===== src/rtl/stream_pkg.sv =====
// Shared types and constants for the stream scheduler.
//   state_t      : scheduler FSM states
//   STREAM_DEPTH : generator buffer full threshold (bytes per burst)
//   byte_t       : one stream byte
//   wrap_inc     : increment an index modulo a non-power-of-2 count
package stream_pkg;

    typedef enum logic [1:0] {ARB, LOAD, DRAIN, GAP} state_t;

    localparam int STREAM_DEPTH = 15;

    typedef logic [7:0] byte_t;

    // Next round-robin position; wraps at n, not at the field width.
    function automatic logic [2:0] wrap_inc(input logic [2:0] v, input int n);
        return (int'(v) + 1 >= n) ? 3'd0 : v + 3'd1;
    endfunction

endpackage


===== src/rtl/stream_sched_rr_arbiter.sv =====
// Combinational rotating-priority arbiter.
//   req     : request vector, one bit per requester
//   ptr     : highest-priority index this round (0..N_REQ-1)
//   gnt_idx : first requesting index found scanning ptr, ptr+1, ... mod N_REQ
//   gnt_vld : at least one request present
module rr_arbiter #(
    parameter int N_REQ = 4
) (
    input  logic [N_REQ-1:0] req,
    input  logic [2:0]       ptr,
    output logic [2:0]       gnt_idx,
    output logic             gnt_vld
);

    logic [2*N_REQ-1:0] dbl;
    logic [N_REQ-1:0]   rot;
    logic [3:0]         sum;

    // Rotating a doubled copy puts req[ptr] at bit 0 of rot.
    assign dbl = {req, req};
    assign rot = N_REQ'(dbl >> ptr);

    // Scan from the far end so the lowest rotated position wins last.
    always_comb begin
        gnt_vld = |req;
        gnt_idx = '0;
        sum     = '0;
        for (int k = N_REQ - 1; k >= 0; k--) begin
            if (rot[k]) begin
                sum = {1'b0, ptr} + 4'(k);
                if (sum >= 4'(N_REQ)) sum = sum - 4'(N_REQ);
                gnt_idx = sum[2:0];
            end
        end
    end

endmodule


===== src/rtl/stream_sched.sv =====
// Round-robin scheduler sharing one byte-stream generator among N_REQ
// requesters. A granted requester's bytes are loaded (op_en=0) up to DEPTH
// per burst, then the generator is drained (op_en=1) until the tlast
// handshake. Long packets keep ownership across bursts.
//   clk, rst        : clock, asynchronous active-high reset
//   s_valid/s_data/s_last/s_ready : per-requester byte streams
//   gen_din/gen_push/gen_op_en    : generator load/drain controls
//   gen_tvalid/gen_tlast/m_tready : generator output handshake (observed)
//   grant_id, busy  : current owner, scheduler not idle
//   pkt_done        : pulse after a packet's final byte drained
//   timeout_err     : sticky drain-timeout flag
module stream_sched
    import stream_pkg::*;
#(
    parameter int N_REQ      = 4,
    parameter int DEPTH      = STREAM_DEPTH,
    parameter int GAP_CYCLES = 2,
    parameter int TIMEOUT    = 1024
) (
    input  logic               clk,
    input  logic               rst,
    input  logic [N_REQ-1:0]   s_valid,
    input  logic [8*N_REQ-1:0] s_data,
    input  logic [N_REQ-1:0]   s_last,
    output logic [N_REQ-1:0]   s_ready,
    output logic [7:0]         gen_din,
    output logic               gen_push,
    output logic               gen_op_en,
    input  logic               gen_tvalid,
    input  logic               gen_tlast,
    input  logic               m_tready,
    output logic [2:0]         grant_id,
    output logic               busy,
    output logic               pkt_done,
    output logic               timeout_err
);

    localparam int LW = $clog2(DEPTH + 1);
    localparam int DW = $clog2(TIMEOUT);
    localparam int GW = (GAP_CYCLES > 1) ? $clog2(GAP_CYCLES) : 1;
    localparam int PW = (N_REQ > 1) ? $clog2(N_REQ) : 1;

    state_t                      state;
    logic [2:0]                  rr_ptr;
    logic [2:0]                  grant_q;
    logic [LW-1:0]               load_cnt;
    logic [DW-1:0]               drain_cnt;
    logic [GW-1:0]               gap_cnt;
    logic                        last_seen;
    logic                        dropped;
    logic                        pkt_done_q;
    logic                        timeout_q;

    logic [N_REQ-1:0][7:0]       data_v;
    logic [PW-1:0]               gsel;
    logic                        own_valid;
    logic                        own_last;
    byte_t                       own_data;
    logic                        accept;
    logic                        hs_last;
    logic [2:0]                  nxt_ptr;
    logic [2:0]                  gnt_idx;
    logic                        gnt_vld;

    rr_arbiter #(.N_REQ(N_REQ)) u_arb (
        .req     (s_valid),
        .ptr     (rr_ptr),
        .gnt_idx (gnt_idx),
        .gnt_vld (gnt_vld)
    );

    assign data_v    = s_data;
    assign gsel      = grant_q[PW-1:0];
    assign own_valid = s_valid[gsel];
    assign own_last  = s_last[gsel];
    assign own_data  = data_v[gsel];
    assign accept    = (state == LOAD) && own_valid && (load_cnt < LW'(DEPTH));
    assign hs_last   = gen_tvalid && gen_tlast && m_tready;
    assign nxt_ptr   = wrap_inc(grant_q, N_REQ);

    always_comb begin
        s_ready = '0;
        if (accept) s_ready[gsel] = 1'b1;
    end

    // Din is forced to zero outside LOAD so reset and idle present a clean bus.
    assign gen_push    = accept;
    assign gen_din     = (state == LOAD) ? own_data : 8'h00;
    assign gen_op_en   = (state == DRAIN);
    assign busy        = (state != ARB);
    assign grant_id    = grant_q;
    assign pkt_done    = pkt_done_q;
    assign timeout_err = timeout_q;

    always_ff @(posedge clk or posedge rst) begin
        if (rst) begin
            state      <= ARB;
            rr_ptr     <= '0;
            grant_q    <= '0;
            load_cnt   <= '0;
            drain_cnt  <= '0;
            gap_cnt    <= '0;
            last_seen  <= 1'b0;
            dropped    <= 1'b0;
            pkt_done_q <= 1'b0;
            timeout_q  <= 1'b0;
        end else begin
            pkt_done_q <= 1'b0;
            unique case (state)
                ARB: begin
                    if (gnt_vld) begin
                        grant_q  <= gnt_idx;
                        load_cnt <= '0;
                        state    <= LOAD;
                    end
                end
                LOAD: begin
                    if (accept) begin
                        load_cnt <= load_cnt + 1'b1;
                        // s_last wins over the full condition on the DEPTH-th byte.
                        if (own_last) begin
                            last_seen <= 1'b1;
                            drain_cnt <= '0;
                            state     <= DRAIN;
                        end else if (load_cnt == LW'(DEPTH - 1)) begin
                            last_seen <= 1'b0;
                            drain_cnt <= '0;
                            state     <= DRAIN;
                        end
                    end
                end
                DRAIN: begin
                    drain_cnt <= drain_cnt + 1'b1;
                    if (hs_last) begin
                        pkt_done_q <= last_seen;
                        gap_cnt    <= '0;
                        state      <= GAP;
                    end else if (drain_cnt == DW'(TIMEOUT - 1)) begin
                        // Packet abandoned: release ownership after the gap.
                        timeout_q <= 1'b1;
                        last_seen <= 1'b0;
                        dropped   <= 1'b1;
                        rr_ptr    <= nxt_ptr;
                        gap_cnt   <= '0;
                        state     <= GAP;
                    end
                end
                GAP: begin
                    gap_cnt <= gap_cnt + 1'b1;
                    if (gap_cnt == GW'(GAP_CYCLES - 1)) begin
                        if (last_seen || dropped) begin
                            rr_ptr  <= nxt_ptr;
                            dropped <= 1'b0;
                            state   <= ARB;
                        end else begin
                            load_cnt <= '0;
                            state    <= LOAD;
                        end
                    end
                end
                default: state <= ARB;
            endcase
        end
    end

endmodule


===== config.mk =====
export PLATFORM = sky130hd
export DESIGN_NAME = stream_sched
export DESIGN_NICKNAME = d
export VERILOG_FILES = /design/src/rtl/stream_pkg.sv /design/src/rtl/stream_sched_rr_arbiter.sv /design/src/rtl/stream_sched.sv
export SDC_FILE = /design/constraint.sdc
export NUM_CORES = 1
export LEC_CHECK = 0
export CAP_MARGIN = 40
export CORE_ASPECT_RATIO = 1.4
export CORE_MARGIN = 2
export CORE_UTILIZATION = 30
export DETAILED_ROUTE_END_ITERATION = 7
export GPL_TIMING_DRIVEN = 0
export HOLD_SLACK_MARGIN = 0.05
export PLACE_DENSITY = 0.55
export SYNTH_ARGS = -nofsm -noshare
export SYNTH_HDL_FRONTEND = slang
export SYNTH_SLANG_ARGS = --single-unit

===== constraint.sdc =====
create_clock -name clk -period 3.67 [get_ports clk]
set_input_delay 0.734 -clock clk [delete_from_list [all_inputs] [get_ports clk]]
set_output_delay 0.734 -clock clk [all_outputs]
set_load 0.05 [all_outputs]

==> results.json, run 1 <==
{
  "outcome": "complete, no violations",
  "gp_congestion": 0.799,
  "core-area_sq_um": 7270,
  "startpoint_type": "primary input",
  "grt_max_degree": 18,
  "place_hpwl_microns": 4890,
  "slew_violations": 0,
  "async_flop_share_pct": 100,
  "area_delta_synth_final_pct": 37.4,
  "synth_top_family_by_area": "compound AO/OA/AOI/OAI gates",
  "worstPathArrival_ns": 2.76,
  "cts-root-buf": "clkbuf_8",
  "ir_drop_mv": 0.350,
  "ys_types": 50,
  "grt_pass1_wl_microns": 10400,
  "final.period_utilization_pct": 95.1,
  "track_usage_pct": 15.6,
  "synth-compound-area-share_pct": 21.7,
  "drv_cap": 0,
  "rr_endpoint": "drain_cnt[9]",
  "stdcell_count": 392,
  "yosysSeqAreaShare_pct": 30.3,
  "fin_crit_ns": 3.49,
  "dr.first_iter.drc_count": 107,
  "yosys_warnings": 0,
  "synthAdderAreaFrac_pct": 6.72,
  "nets": 353,
  "h-tree-depth": 1,
  "clk_pin_slew_ns": 0.10,
  "synth_top_area_share_pct": 30.3,
  "vias_per_cell": 5.38,
  "worstRegToRegCells": 8,
  "port_buffers": 64,
  "fill_cells": 748,
  "grt_antenna_before_repair": 0,
  "dr.pass1.iters": 4,
  "dpl.cell_count": 390,
  "die-area_sq_um": 8160,
  "die_h_microns": 106,
  "synth_area_leaders": "dfrtp_1 (30%), mux4_2 (11%), ha_1 (6.7%), o31ai_1 (4.7%), and2_1 (3.9%)",
  "drive_above_1_share_pct": 12.9,
  "worstMarginPinSlew_ns": 0.584,
  "synth_area_leader_cell": "dfrtp_1",
  "num_vias": 2107,
  "rsz0062_at_grt": "no",
  "wl_per_cell_microns": 15.8,
  "cts_buffers": 3,
  "synthXorXnorAreaFrac_pct": 0,
  "synthFlopType": "dfrtp_1",
  "fin_skew_ns": 0.00347,
  "worst_path_largest_cell_delay_ns": 0.58,
  "p_leak_nw": 1.21,
  "fmax_mhz": 286,
  "die_w_microns": 76.9,
  "cp_max_fo": 11,
  "slowest_stage": "clkdlybuf4s50_1",
  "finalSetupViolCount": 0,
  "r2r_slack_ns": 1.27,
  "multiInputGateArea_sq_um": 1420,
  "cts_max_path_buffers": 2,
  "grt_pass1_vias": 2079,
  "cts_tree": "built",
  "crit_type": "in2out",
  "drc": 0,
  "ys_ff_latch": 27,
  "power.density_nw_per_um2": 710,
  "clock_latency_ns": 0.28,
  "seq_area_sq_um": 676,
  "synth_simple_gate_area_share_pct": 19.0,
  "synth_common_cells": "dfrtp_1 (27), inv_1 (16), and2_1 (14), o31ai_1 (14), ha_1 (12)",
  "synthMuxAreaShare_pct": 16.3,
  "diodes": 0,
  "yosysMostFrequentCell": "dfrtp_1",
  "relSlewSlack_pct": 60.5,
  "worstReg2RegStart": "state[1]",
  "hold_class": "reg2reg",
  "cp_data_required_time_ns": 2.94,
  "gr-total-overflow": 0,
  "clock_sinks": 27,
  "avgSynthCellArea_sq_um": 9.84,
  "row_count": 37,
  "ant_nets": 0,
  "synth_area_sq_um": 2230,
  "hold_viol_final": 0,
  "wl_microns": 6200,
  "startpoint": "s_valid[3]",
  "crit_chain": "clkdlybuf4s50_1 -> mux4_2 -> and3_1 -> clkbuf_1 -> and2_1 -> clkdlybuf4s15_2",
  "end_kind": "primary output",
  "synth_nets": 284,
  "power_w": 0.00218,
  "crit_end": "s_ready[3]",
  "synth-edff-count": 0,
  "initial_core_util_pct": 30.7,
  "synth_cells": 227,
  "cts_hold_buf": 0,
  "ioPinCount": 65
}
worst max-delay path: cells and delay by family:
family | cells | cell delay [ns]
buffers and inverters | 3 | 1.11
multiplexers | 1 | 0.52
AND/OR/NAND/NOR | 2 | 0.39
cell usage in the layout, fill, tap and decap left out, drive strengths merged, types with 8 or more instances in the layout:
cell / instances
and2: 14
buf: 9
o41ai: 12
inv: 16
nand2: 8
mux4: 11
clkbuf: 9
dfrtp: 27
o21ai: 11
nor2: 9
nand3: 9
clkdlybuf4s50: 59
ha: 12
o31ai: 14
where the power goes:
| group | internal [W] | total (W) | switching, W |
|---|---|---|---|
| clock network | 0.0000780 | 0.000177 | 0.0000992 |
| logic | 0.000631 | 0.00153 | 0.000903 |
| registers | 0.000373 | 0.000468 | 0.0000951 |
final cells by class:
class	instances	share of cell area, %
buffer	12	2.16
clock buffer	4	1.47
inverter	16	1.96
multi-input combinational	170	46.4
sequential	27	22.0
tap	97	3.95
timing repair buffer	66	22.1
worst min path at each step:
stage                            start      endpoint  slack, ns  cells after the start
after floorplan           drain_cnt[9]  drain_cnt[9]       0.47                      1
after global placement     timeout_err   timeout_err       0.47                      2
after detailed placement   timeout_err   timeout_err       0.48                      2
after CTS                  timeout_err   timeout_err       0.50                      2
after global routing      drain_cnt[9]  drain_cnt[9]       0.54                      1
final                      timeout_err   timeout_err       0.49                      2
sequential cells by signal, indices dropped and copies added, names as in the netlist:
name	cells
drain_cnt	10
load_cnt	4
grant_id	3
rr_ptr	3
state	2
dropped	1
gap_cnt	1
last_seen	1
pkt_done	1
timeout_err	1
through the flow:
step / TNS (ns) / cell area [sq um] / setup slack (ns) / util, % / hold WS (ns)
6_report: 0 / 3070 / 0.180 / 42.2 / 0.490
5_1_grt: 0 / 3070 / 0.0742 / 42.2 / 0.538
4_1_cts: 0 / 3080 / 0.0833 / 42.3 / 0.502
3_5_place_dp: -1.49 / 3030 / -0.333 / 41.7 / 0.479
3_3_place_gp: -1.45 / 3000 / -0.326 / 41.2 / 0.473
2_1_floorplan: 0 / 2230 / 0.518 / - / 0.469
routing by layer:
metal / vias up / GRT usage, % / share of wire [%]
met5: - / 0 / 0
met4: 0 / 2.86 / 0.60
met3: 5 / 1.44 / 2.2
met2: 36 / 29.4 / 54
met1: 1050 / 19.2 / 43
li1: 1016 / - / -
cells by family (layout without fill, tap and decap cells):
| group | Yosys count | in the layout |
|---|---|---|
| AO/OA/AOI/OAI | 62 | 62 |
| adder cells (fa/ha/maj) | 12 | 12 |
| buffers and inverters | 30 | 98 |
| flip-flops | 27 | 27 |
| multiplexers | 22 | 22 |
| AND/OR/NAND/NOR | 74 | 74 |
what timing repair did:
action / in CTS / in global routing
resized for setup: 13 / 0
setup endpoints to repair: 5 / 5
buffers inserted: 0 / 0
Power figures use the tool's default switching activity.
==> run 2, diff against run 1 <==
--- a/config.mk
+++ b/config.mk
@@ -5,7 +5,8 @@
 export SDC_FILE = /design/constraint.sdc
 export NUM_CORES = 1
 export LEC_CHECK = 0
-export CAP_MARGIN = 40
+export ABC_CLOCK_PERIOD_IN_PS = 3670
+export CAP_MARGIN = 20
 export CORE_ASPECT_RATIO = 1.4
 export CORE_MARGIN = 2
 export CORE_UTILIZATION = 30
==> results.json, run 2 (synthesized netlist as in run 1, its figures left out) <==
{
  "outcome": "complete, no violations",
  "power_frac_clock_pct": 8.3,
  "fmax_mhz": 288,
  "startpoint_type": "primary input",
  "nets": 352,
  "crit_type": "in2out",
  "switching_share_pct": 50.6,
  "track_usage_pct": 15.8,
  "reg_top3": "drain_cnt x10, load_cnt x4",
  "drive_above_1_share_pct": 12.9,
  "grt_max_degree": 18,
  "layout_commonest_cell": "clkdlybuf4s50_1",
  "row_count": 37,
  "fin_crit_ns": 3.47,
  "pwr-share-seq_pct": 21.5,
  "port_buffers": 64,
  "initial_core_util_pct": 30.7,
  "cts_setup_buffers": 0,
  "wl_microns": 6200,
  "p_switching_w": 0.00110,
  "p_comb_share_pct": 70.2,
  "cts_max_path_buffers": 2,
  "finalSetupViolCount": 0,
  "ioPinCount": 65,
  "slew_violations": 0,
  "regMostFlops": "drain_cnt",
  "vias_per_cell": 5.32,
  "cts_tree": "built",
  "final_cell_mix": "clkdlybuf4s50_1 (59), dfrtp_1 (27), inv_1 (16), and2_1 (14), o31ai_1 (14)",
  "grt_pass1_wl_microns": 10500,
  "cts_buffers": 3,
  "hold_viol_final": 0,
  "place_hpwl_microns": 4880,
  "core-area_sq_um": 7270,
  "clk_pin_slew_ns": 0.09,
  "clock_sinks": 27,
  "power.density_nw_per_um2": 712,
  "end_kind": "primary output",
  "dr.pass1.iters": 4,
  "relSlewSlack_pct": 37.5,
  "grt_antenna_before_repair": 0,
  "dr.first_iter.drc_count": 65,
  "area_delta_synth_final_pct": 37.0,
  "num_vias": 2079,
  "gp_congestion": 0.799,
  "die-area_sq_um": 8160,
  "diodes": 0,
  "drv_cap": 0,
  "final_util_pct": 42.1,
  "die_h_microns": 106,
  "ir_drop_mv": 0.378,
  "p_leak_nw": 1.21,
  "cp_max_fo": 11,
  "wl_per_cell_microns": 15.9,
  "cts_hold_buf": 0,
  "fin_skew_ns": 0.00541,
  "power_w": 0.00218,
  "worstPathArrival_ns": 2.74,
  "drc": 0,
  "largest_reg_flops": 10,
  "h-tree-depth": 1,
  "cp_data_required_time_ns": 2.94,
  "hold_slack_ns": 0.491,
  "gr-total-overflow": 0,
  "hold_class": "reg2reg",
  "die_w_microns": 76.9,
  "ant_nets": 0,
  "final.period_utilization_pct": 94.6,
  "intPower_w": 0.00108,
  "worstMarginPinSlew_ns": 0.926,
  "cts-root-buf": "clkbuf_8",
  "clock_latency_ns": 0.29,
  "rsz0062_at_grt": "no",
  "grt_pass1_vias": 2135
}
-- run 2: cell types whose count changed in the layout (fill, tap and decap cells not counted) --
| cell | delta |
|---|---|
| clkdlybuf4s15_2 | -1 |
| clkinv_2 | +1 |
| buf_2 | -1 |
| clkbuf_2 | +1 |
| clkbuf_1 | -1 |
-- run 2: final timing paths --
| check | startpoint | to | slack (ns) | cells after the start |
|---|---|---|---|---|
| worst min-delay path | timeout_err | timeout_err | 0.49 | 2 |
| worst max register to register | state[1] | drain_cnt[9] | 1.29 | 8 |
| min in group asynchronous | rst | drain_cnt[3] | 0.78 | 2 |
| worst max-delay path | s_valid[3] | s_ready[3] | 0.20 | 6 |
| max in group asynchronous | rst | rr_ptr[1] | 2.42 | 3 |
| worst min register to register | timeout_err | timeout_err | 0.49 | 2 |
-- run 2: power by group through the flow --
stage / Clock [W] / Combinational, W / Sequential, W
5_1_grt: 0.000197 / 0.00167 / 0.000481
3_5_place_dp: 0 / 0.00155 / 0.000473
3_3_place_gp: 0 / 0.00154 / 0.000470
4_1_cts: 0.000188 / 0.00155 / 0.000467
6_report: 0.000180 / 0.00153 / 0.000467
2_1_floorplan: 0 / 0.00109 / 0.000485
-- run 2: timing repair --
action | in CTS | in global routing
resized for setup | 12 | 1
setup endpoints to repair | 5 | 5
pin swaps | 0 | 0
-- run 2: metrics by stage --
stage / cells / setup slack, ns / cell area (sq um) / TNS (ns)
2_1_floorplan: 227 / 0.518 / 2230 / 0
3_3_place_gp: 388 / -0.326 / 3000 / -1.45
3_5_place_dp: 389 / -0.317 / 3020 / -1.41
4_1_cts: 393 / 0.00301 / 3070 / 0
5_1_grt: 391 / 0.0443 / 3060 / 0
6_report: 391 / 0.198 / 3060 / 0
-- run 2: critical path, stage by stage --
cell	delay, ns
clkdlybuf4s50_1	0.57
mux4_2	0.52
and3_1	0.18
clkbuf_1	0.19
and2_1	0.20
clkdlybuf4s15_2	0.33
-- run 2: area by class of cell --
cell class / count / area (sq um)
Buffer: 12 / 66.3
Clock buffer: 3 / 41.3
Clock inverter: 1 / 5.00
Fill cell: 737 / 4210
Inverter: 16 / 60.1
Multi-Input combinational cell: 170 / 1420
Sequential cell: 27 / 676
Tap cell: 97 / 121
Timing Repair Buffer: 65 / 666
-- run 2: routing by layer --
metal	global-route usage, %	routed length, microns	vias up
met5	0	0	-
met4	5.45	169	0
met3	1.70	131	13
met2	29.3	3310	33
met1	18.7	2590	1026
li1	-	-	1007
